[config.mk]
export PLATFORM = sky130hd
export DESIGN_NAME = vector_requant_pack
export DESIGN_NICKNAME = d
export VERILOG_FILES = /design/src/rtl/vector_requant_pack.sv
export SDC_FILE = /design/constraint.sdc
export NUM_CORES = 2
export LEC_CHECK = 0
export ABC_AREA = 1
export ABC_CLOCK_PERIOD_IN_PS = 6400
export CAP_MARGIN = 20
export CORE_ASPECT_RATIO = 0.8
export CORE_MARGIN = 3
export CORE_UTILIZATION = 50
export DETAILED_ROUTE_END_ITERATION = 6
export PLACE_DENSITY_LB_ADDON = 0.1
export SLEW_MARGIN = 20
export SYNTH_ARGS = -nofsm -noshare
export SYNTH_HDL_FRONTEND = slang
export SYNTH_SLANG_ARGS = --single-unit
[constraint.sdc]
create_clock -name clk -period 6.4 [get_ports clk]
set_input_delay 1.28 -clock clk [delete_from_list [all_inputs] [get_ports clk]]
set_output_delay 1.28 -clock clk [all_outputs]
set_load 0.005 [all_outputs]
[src/rtl/vector_requant_pack.sv]
// Requantises 40b psums to int8 (bias, scale, round-shift, relu, saturate),
// packs bytes little-endian into words and queues them in an output FIFO.
module vector_requant_pack #(
    parameter int IN_WIDTH    = 40,
    parameter int SCALE_WIDTH = 16,
    parameter int LANES       = 8,
    parameter int FIFO_DEPTH  = 4
) (
    input  logic                          clk,
    input  logic                          rst,
    input  logic                          in_vld,
    input  logic signed [IN_WIDTH-1:0]    in_data,
    input  logic                          in_last,
    input  logic signed [31:0]            cfg_bias,
    input  logic signed [SCALE_WIDTH-1:0] cfg_scale,
    input  logic [5:0]                    cfg_shift,
    input  logic                          cfg_relu,
    input  logic                          ovf_clr,
    output logic                          out_vld,
    output logic [8*LANES-1:0]            out_data,
    output logic [LANES-1:0]              out_be,
    input  logic                          out_rdy,
    output logic                          busy,
    output logic                          ovf
);

    localparam int PW = IN_WIDTH + SCALE_WIDTH + 1;
    localparam int RW = PW + 1;
    localparam int WW = 8 * LANES;
    localparam int CW = (LANES > 1) ? $clog2(LANES) : 1;
    localparam int AW = $clog2(FIFO_DEPTH);
    localparam logic [CW-1:0] LAST_LANE = CW'(LANES - 1);
    localparam logic [AW:0]   FULL_CNT  = (AW + 1)'(FIFO_DEPTH);
    localparam logic signed [RW-1:0] SAT_HI = RW'(127);
    localparam logic signed [RW-1:0] SAT_LO = RW'(-128);

    logic                       s1_vld, s1_last;
    logic signed [IN_WIDTH:0]   s1_q, s1_d;
    logic                       s2_vld, s2_last;
    logic signed [PW-1:0]       p_q, p_d;
    logic                       s3_vld, s3_last;
    logic [7:0]                 s3_byte, byte_d;
    logic signed [RW-1:0]       pe, rnd, r;

    always_comb begin
        s1_d = (IN_WIDTH + 1)'(in_data) + (IN_WIDTH + 1)'(cfg_bias);
        p_d  = PW'(s1_q) * PW'(cfg_scale);
    end

    // Rounding offset is added in one extra bit so it can never wrap.
    always_comb begin
        pe  = RW'(p_q);
        rnd = '0;
        if (cfg_shift != 6'd0)
            rnd = RW'(1) << (cfg_shift - 6'd1);
        r = (pe + rnd) >>> cfg_shift;
        if (cfg_relu && r[RW-1])
            byte_d = 8'h00;
        else if (r > SAT_HI)
            byte_d = 8'h7f;
        else if (r < SAT_LO)
            byte_d = 8'h80;
        else
            byte_d = r[7:0];
    end

    always_ff @(posedge clk or posedge rst) begin
        if (rst) begin
            s1_vld  <= 1'b0;
            s1_last <= 1'b0;
            s1_q    <= '0;
            s2_vld  <= 1'b0;
            s2_last <= 1'b0;
            p_q     <= '0;
            s3_vld  <= 1'b0;
            s3_last <= 1'b0;
            s3_byte <= '0;
        end else begin
            s1_vld  <= in_vld;
            s1_last <= in_vld & in_last;
            s1_q    <= s1_d;
            s2_vld  <= s1_vld;
            s2_last <= s1_last;
            p_q     <= p_d;
            s3_vld  <= s2_vld;
            s3_last <= s2_last;
            s3_byte <= byte_d;
        end
    end

    logic [CW-1:0]    cnt, cnt_n;
    logic [WW-1:0]    pk_data, pk_data_n, w_data;
    logic [LANES-1:0] pk_be, pk_be_n, w_be;
    logic             push;

    always_comb begin
        cnt_n     = cnt;
        pk_data_n = pk_data;
        pk_be_n   = pk_be;
        w_data    = pk_data;
        w_be      = pk_be;
        push      = 1'b0;
        if (s3_vld) begin
            w_data[8*cnt +: 8] = s3_byte;
            w_be[cnt]          = 1'b1;
            if (s3_last || cnt == LAST_LANE) begin
                push      = 1'b1;
                pk_data_n = '0;
                pk_be_n   = '0;
                cnt_n     = '0;
            end else begin
                pk_data_n = w_data;
                pk_be_n   = w_be;
                cnt_n     = cnt + 1'b1;
            end
        end
    end

    always_ff @(posedge clk or posedge rst) begin
        if (rst) begin
            cnt     <= '0;
            pk_data <= '0;
            pk_be   <= '0;
        end else begin
            cnt     <= cnt_n;
            pk_data <= pk_data_n;
            pk_be   <= pk_be_n;
        end
    end

    logic [WW-1:0]    mem_d  [FIFO_DEPTH];
    logic [LANES-1:0] mem_be [FIFO_DEPTH];
    logic [AW-1:0]    wr_ptr, rd_ptr;
    logic [AW:0]      count;
    logic             pop, full, wr_en, drop;

    // A pop frees the head slot in the same edge, so a full FIFO still accepts.
    always_comb begin
        pop   = out_vld & out_rdy;
        full  = (count == FULL_CNT);
        wr_en = push & (~full | pop);
        drop  = push & full & ~pop;
    end

    always_ff @(posedge clk) begin
        if (wr_en) begin
            mem_d[wr_ptr]  <= w_data;
            mem_be[wr_ptr] <= w_be;
        end
    end

    always_ff @(posedge clk or posedge rst) begin
        if (rst) begin
            wr_ptr <= '0;
            rd_ptr <= '0;
            count  <= '0;
            ovf    <= 1'b0;
        end else begin
            if (wr_en)
                wr_ptr <= wr_ptr + 1'b1;
            if (pop)
                rd_ptr <= rd_ptr + 1'b1;
            unique case ({wr_en, pop})
                2'b10:   count <= count + 1'b1;
                2'b01:   count <= count - 1'b1;
                default: count <= count;
            endcase
            if (drop)
                ovf <= 1'b1;
            else if (ovf_clr)
                ovf <= 1'b0;
        end
    end

    always_comb begin
        out_vld  = (count != '0);
        out_data = out_vld ? mem_d[rd_ptr] : '0;
        out_be   = out_vld ? mem_be[rd_ptr] : '0;
        busy     = s1_vld | s2_vld | s3_vld | (cnt != '0) | out_vld;
    end

endmodule

After elaboration in Yosys (flattened, before gate mapping)
Memory sizes are Yosys's and may differ from the RTL's.
Cells that the tools add are included.
Widths: inputs -> output; s select.
{"block": "classes", "n_lt_le_gt_ge": 4, "mux": 21, "shift": 4, "bitwise_logic": 13, "eq_ne": 4, "n_reduce_logical": 8, "mul": 1, "n_addsub": 9}
{"op": "$mux 64", "count": 3}
{"op": "$bwmux 64", "count": 1}
{"op": "$shift 8x34->64 const A", "count": 1}
{"op": "$shiftx 8x34->64", "count": 1}
{"op": "$add 57x58->58", "count": 1}
{"op": "$gt 58x8->1 const B", "count": 1}
{"op": "$lt 58x8->1 const B", "count": 1}
{"op": "$mux 58", "count": 1}
{"op": "$shl 1x6->58 const A", "count": 1}
{"op": "$sshr 58x6->58", "count": 1}
{"op": "$mul 41x16->57", "count": 1}
{"op": "$mux 8", "count": 6}
{"op": "$add 40x32->41", "count": 1}
{"op": "$neg 6->34", "count": 1}
{"op": "$or 8x8->8", "count": 1}
{"op": "$mux 1", "count": 7}
{"op": "$add 3x1->3 const B", "count": 2}
{"op": "$eq 3x3->1 const B", "count": 2}
{"op": "$pmux 3 s2", "count": 1}
{"op": "$reduce_bool 3->1", "count": 2}
{"op": "$reduce_bool 6->1", "count": 1}
{"op": "$sub 6x1->6 const B", "count": 1}
{"op": "$and 1x1->1", "count": 5}
{"op": "$or 1x1->1", "count": 5}
{"op": "other kinds (12)", "count": 16}
{"block": "word_totals", "elab_cells": 82, "register_bits": 195, "mem_bits_rw": 288, "inputBits": 101, "mem_count": 2, "out_inout_bits": 75}
{"memory": "mem_d", "words": 4, "width": 64, "read_ports": 1, "rd_clocked_by_memory_dff": 0, "wr": 1, "line": "131", "source": "logic [WW-1:0] mem_d [FIFO_DEPTH];"}
{"memory": "mem_be", "words": 4, "width": 8, "read_ports": 1, "rd_clocked_by_memory_dff": 0, "wr": 1, "line": "132", "source": "logic [LANES-1:0] mem_be [FIFO_DEPTH];"}

Logic depth before layout (Yosys ltp)
{"block": "depth", "word_depth": 9, "ltp_mapped": 45, "mapped_depth_nobuf": 43}

Least setup slack after synthesis
No wires, ideal clock.
{"block": "synth_timing", "kind": "in2reg", "startpoint": "input cfg_scale[6]", "endpoint": "register p_q[50]", "t_arrival_ps": 7334, "path_buffers": 2, "cell_stages": 28, "setup_ps": 128, "setup_slack_ps": -1062, "required_ps": 6272, "path_cell_list": "clkbuf_1 clkbuf_1 nand2_1 fa_1 inv_1 fa_1 inv_1 fa_1 inv_1 fa_1 inv_1 fa_1 inv_1 fa_1 ha_1 a21oi_1 o21ai_0 a21oi_2 o21ai_0 a21boi_1 o21ai_2 a21oi_1 o21ai_0 a21boi_1 o21ai_2 a21oi_1 o21bai_1 xor2_1"}
{"block": "synth_via", "elab_chain_cells": 1}
{"element": "start: declaration", "line": "15", "source": "input logic signed [SCALE_WIDTH-1:0] cfg_scale,"}
{"element": "$mul 41x16->57", "line": "47", "source": "p_d = PW'(s1_q) * PW'(cfg_scale);"}
{"element": "via p_d[50]", "line": "40", "source": "logic signed [PW-1:0] p_q, p_d;"}
{"element": "end signal: assignment", "line": "84", "source": "p_q <= p_d;"}
{"element": "end: declaration", "line": "40"}
The timed path passes the listed nets, and every way through them passes these cells.
A chain may end at the register's enable or synchronous reset.

Final worst setup path
{"block": "layout_timing", "startpoint": "input cfg_scale[11]", "endpoint": "register p_q[55]"}
Same word-level chain as after synthesis.

==> results.md <==
* Outcome: complete, but fails checks
* Failing checks: negative setup slack
* Worst EP required at 6.97 ns
* Area contributors post-synth: fa_1 23%, edfxtp_1 16%, nand2_1 13%
* Dpl hpwl at between 100,000 and 150,000 microns
* Largest net degree at the start of global routing at 132
* Seq/Total Area, Yosys at 0.255
* Core Rows at 106
* EDFF count, synth at 288
* Clock buffer depth at 3
* Slew Limit Headroom at 0.257
* DIE HEIGHT at 298 microns
* CTS tree: done
* Register bit total from synthesis at 483
* I/O pin total at 176
* CP Class: in -> reg
* TNS Setup at -0.212 ns
* Crit. End Element: flip-flop
* Cell repeated most along the worst path: fa_1
* Cells along the critical path: clkdlybuf4s15_2 > buf_12 > buf_4 > nand2_1 > inv_1 > fa_1 > fa_1 > fa_1 > fa_1 > fa_1 > fa_1 > ha_4 > a21oi_2 > o21ai_2 > a21oi_2 > o21ai_4 > a21oi_4 > o21a_1 > o21bai_2 > a31o_2 > nand2_1 > o211ai_1 > a21oi_1 > xor2_1
* CTS Buf Count at between 50 and 60
* Syn Inst Count at 6,961
* Area leader, netlist: fa_1
* DR pass1 iterations at 6
* Synth unique cells at 62
* Root buf cell: clkbuf_16
* Finished Layout Cells at between 9,000 and 10,000
* Reg2reg start: s1_q[9]$_DFF_PP0_
* Fill cell count at 9,495
* Clock-pin slew on the worst setup and hold paths at 0.06 ns
* Clk sinks at a little under 500
* Final Max Tran Viols at 0
* Worst path slowest cell: fa_1
* Mapped Area at 0.0532 sq mm
* Placed cell count at 8,943
* CORE AREA at 0.105 sq mm
* Area grow syn2layout at 21.7%
* Share of cells above drive strength 1 at 0.156
* Clock Latency Late Sink at roughly 0.65 ns
* Global-route usage over all layers at 0.300
* Initial antenna violation count at 0
* Net count after synthesis at 7,914
* Worst hold stages at 0
* Slew @ Worst Pin at about 1.1 ns
* Fin crit share at 1.01
* DRC violations left at 0
* Initial Util at 0.507
* Synth top area share at 0.232
* Hold/Removal Path Class: reg -> reg
* Ys Warns at 0
* Ys async rst share at 0.404
* Worst path arrival time at ~7.0 ns
* Fin. Hold Viols at 0
* Chip Width at 371 microns
* Setup violations, final at 5
* Fin crit period at 6.47 ns
* Diode count at 0
* Vias in the first global route at roughly 47,000
* Die Footprint at 0.110 sq mm
* Hold path start: s2_last$_DFF_PP0_
* Most common cell after layout, fill and taps aside: nand2_1
* Highest Clock Rate at 155 MHz
* Worst setup SP type: input port
* Crit path max fanout at 11
* Min-Delay Endpoint: s3_last$_DFF_PP0_
* Final core occ at 0.617
* H-tree Lvls at 2
* Gr ovfl total at 0
* Worst R2R End: p_q[48]$_DFF_PP0_
* Avg WL per Cell at around 18 microns
* RePlAce Congestion at 0.992
* Iter 0 DRT Violations at between 4,000 and 5,000
* Commonest cells after routing, fill and taps aside: 1,748 x nand2_1, 1,353 x inv_1, 668 x buf_4
* Worst Skew at 0.0652 ns
* Max_cap viols at 0
* RSZ-0062 raised after global routing: yes
* Vias per std cell at approximately 5.2
* Remaining antenna violation count after routing at 0
* Reg2Reg Depth at 28
* Setup ws final at -0.0705 ns
* Via Count at about 48,000
* Most common flop cell mapped by yosys: edfxtp_1
* First-pass GRT wire length at 261,000 microns
* Post-placement setup slack at -1.42 ns
* Final WL at around 170,000 microns
* Syn avg cell area at 7.64 sq um
* R2r setup slk at 0.12 ns
* Largest stage delay, worst path at 0.58 ns
* Final #Nets at 8,602
* Count of input and output buffers at 175
[synth_stat cells (all sizes together), types with 2 or more instances]
master and instances:
xnor2 49, o21a 14, clkinv 6, o22ai 2, o21ai 249, a221oi 3
nand3b 5, o31ai 7, nand4 36, and2 4, inv 1389, a21boi 8
a21o 3, a211oi 17, dfrtp 195, xor2 77, o221ai 7, fa 615
nand2 1802, o21bai 10, ha 237, nand3 597, nor2 641, nor3 24
nor4 7, a31oi 19, clkbuf 208, o211ai 15, edfxtp 288, or2 60
a21oi 288, buf 71
[flip-flops by register name, indices dropped and copies added, names as in the netlist, 3 cells and up]
name     cells
cnt          3
count        3
mem_be      32
mem_d      256
p_q         57
pk_be        8
pk_data     64
s1_q        41
s3_byte      8
[kinds of logic after synthesis]
logic type      count (synthesis)  synth area share
fa+ha+maj                     852             0.287
xor+xnor                      126            0.0208
flops                         483             0.255
buf+inv                      1674             0.120
compound gates                648            0.0669
mux                             1          0.000188
simple gates                 3177             0.251
[worst max-delay path: cells and delay by family]
family                     cells  cell delay (ns)
xor gates and xnor gates       1             0.15
and+or+nand+nor                2             0.12
AOI/OAI and AO/OA             10             1.54
adders and majority gates      7             3.36
buffers and inverters          4             0.58
[how the worst max path moves through the flow]
| stage | startpoint | to | slack, ns | cells past startpoint |
|---|---|---|---|---|
| floorplan | cfg_scale[1] | p_q[50]$_DFF_PP0_ | -0.47 | 28 |
| CTS | cfg_scale[6] | p_q[55]$_DFF_PP0_ | -0.09 | 27 |
| finish | cfg_scale[11] | p_q[55]$_DFF_PP0_ | -0.07 | 24 |
| detailed placement | cfg_scale[3] | p_q[56]$_DFF_PP0_ | -1.42 | 24 |
| global placement | cfg_scale[2] | p_q[56]$_DFF_PP0_ | -1.42 | 24 |
| global route | cfg_scale[9] | p_q[53]$_DFF_PP0_ | -0.32 | 26 |
[area by class of cell]
cell class	count	area [sq um]	share of cell area
Tap cell	1404	1760	0.0272
Clock buffer	65	1380	0.0214
Sequential cell	483	13500	0.209
Clock inverter	35	367	0.00567
Timing Repair Buffer	912	8010	0.124
Multi-Input combinational cell	4804	34400	0.531
Inverter	1395	5260	0.0813
[per-stage QoR]
stage	hold slack, ns	area [sq um]
floorplan	0.331	53800
global placement	0.340	61500
detailed placement	0.339	61500
CTS	0.356	63900
global route	0.362	64700
finish	0.355	64700
[what timing repair did]
item                       4_1_cts  5_1_grt
setup buffers                   33       17
setup endpoints to repair       34       34
pin swaps                       77      109
cloned                           6        1
gates resized for setup        117      170
hold buffers                     0        0
[routing by layer]
layer | vias up | part of all wire | track usage | wire, microns
li1 | 22700 | - | - | -
met1 | 22700 | 0.47 | 0.464 | 77300
met2 | 1845 | 0.42 | 0.440 | 69400
met3 | 234 | 0.087 | 0.0519 | 14300
met4 | 0 | 0.025 | 0.0662 | 4080
met5 | - | 0 | 0 | 0
Power is left out: the tool's default activity adds up to more than one toggle a clock period on the data nets, which glitch-free logic cannot reach.
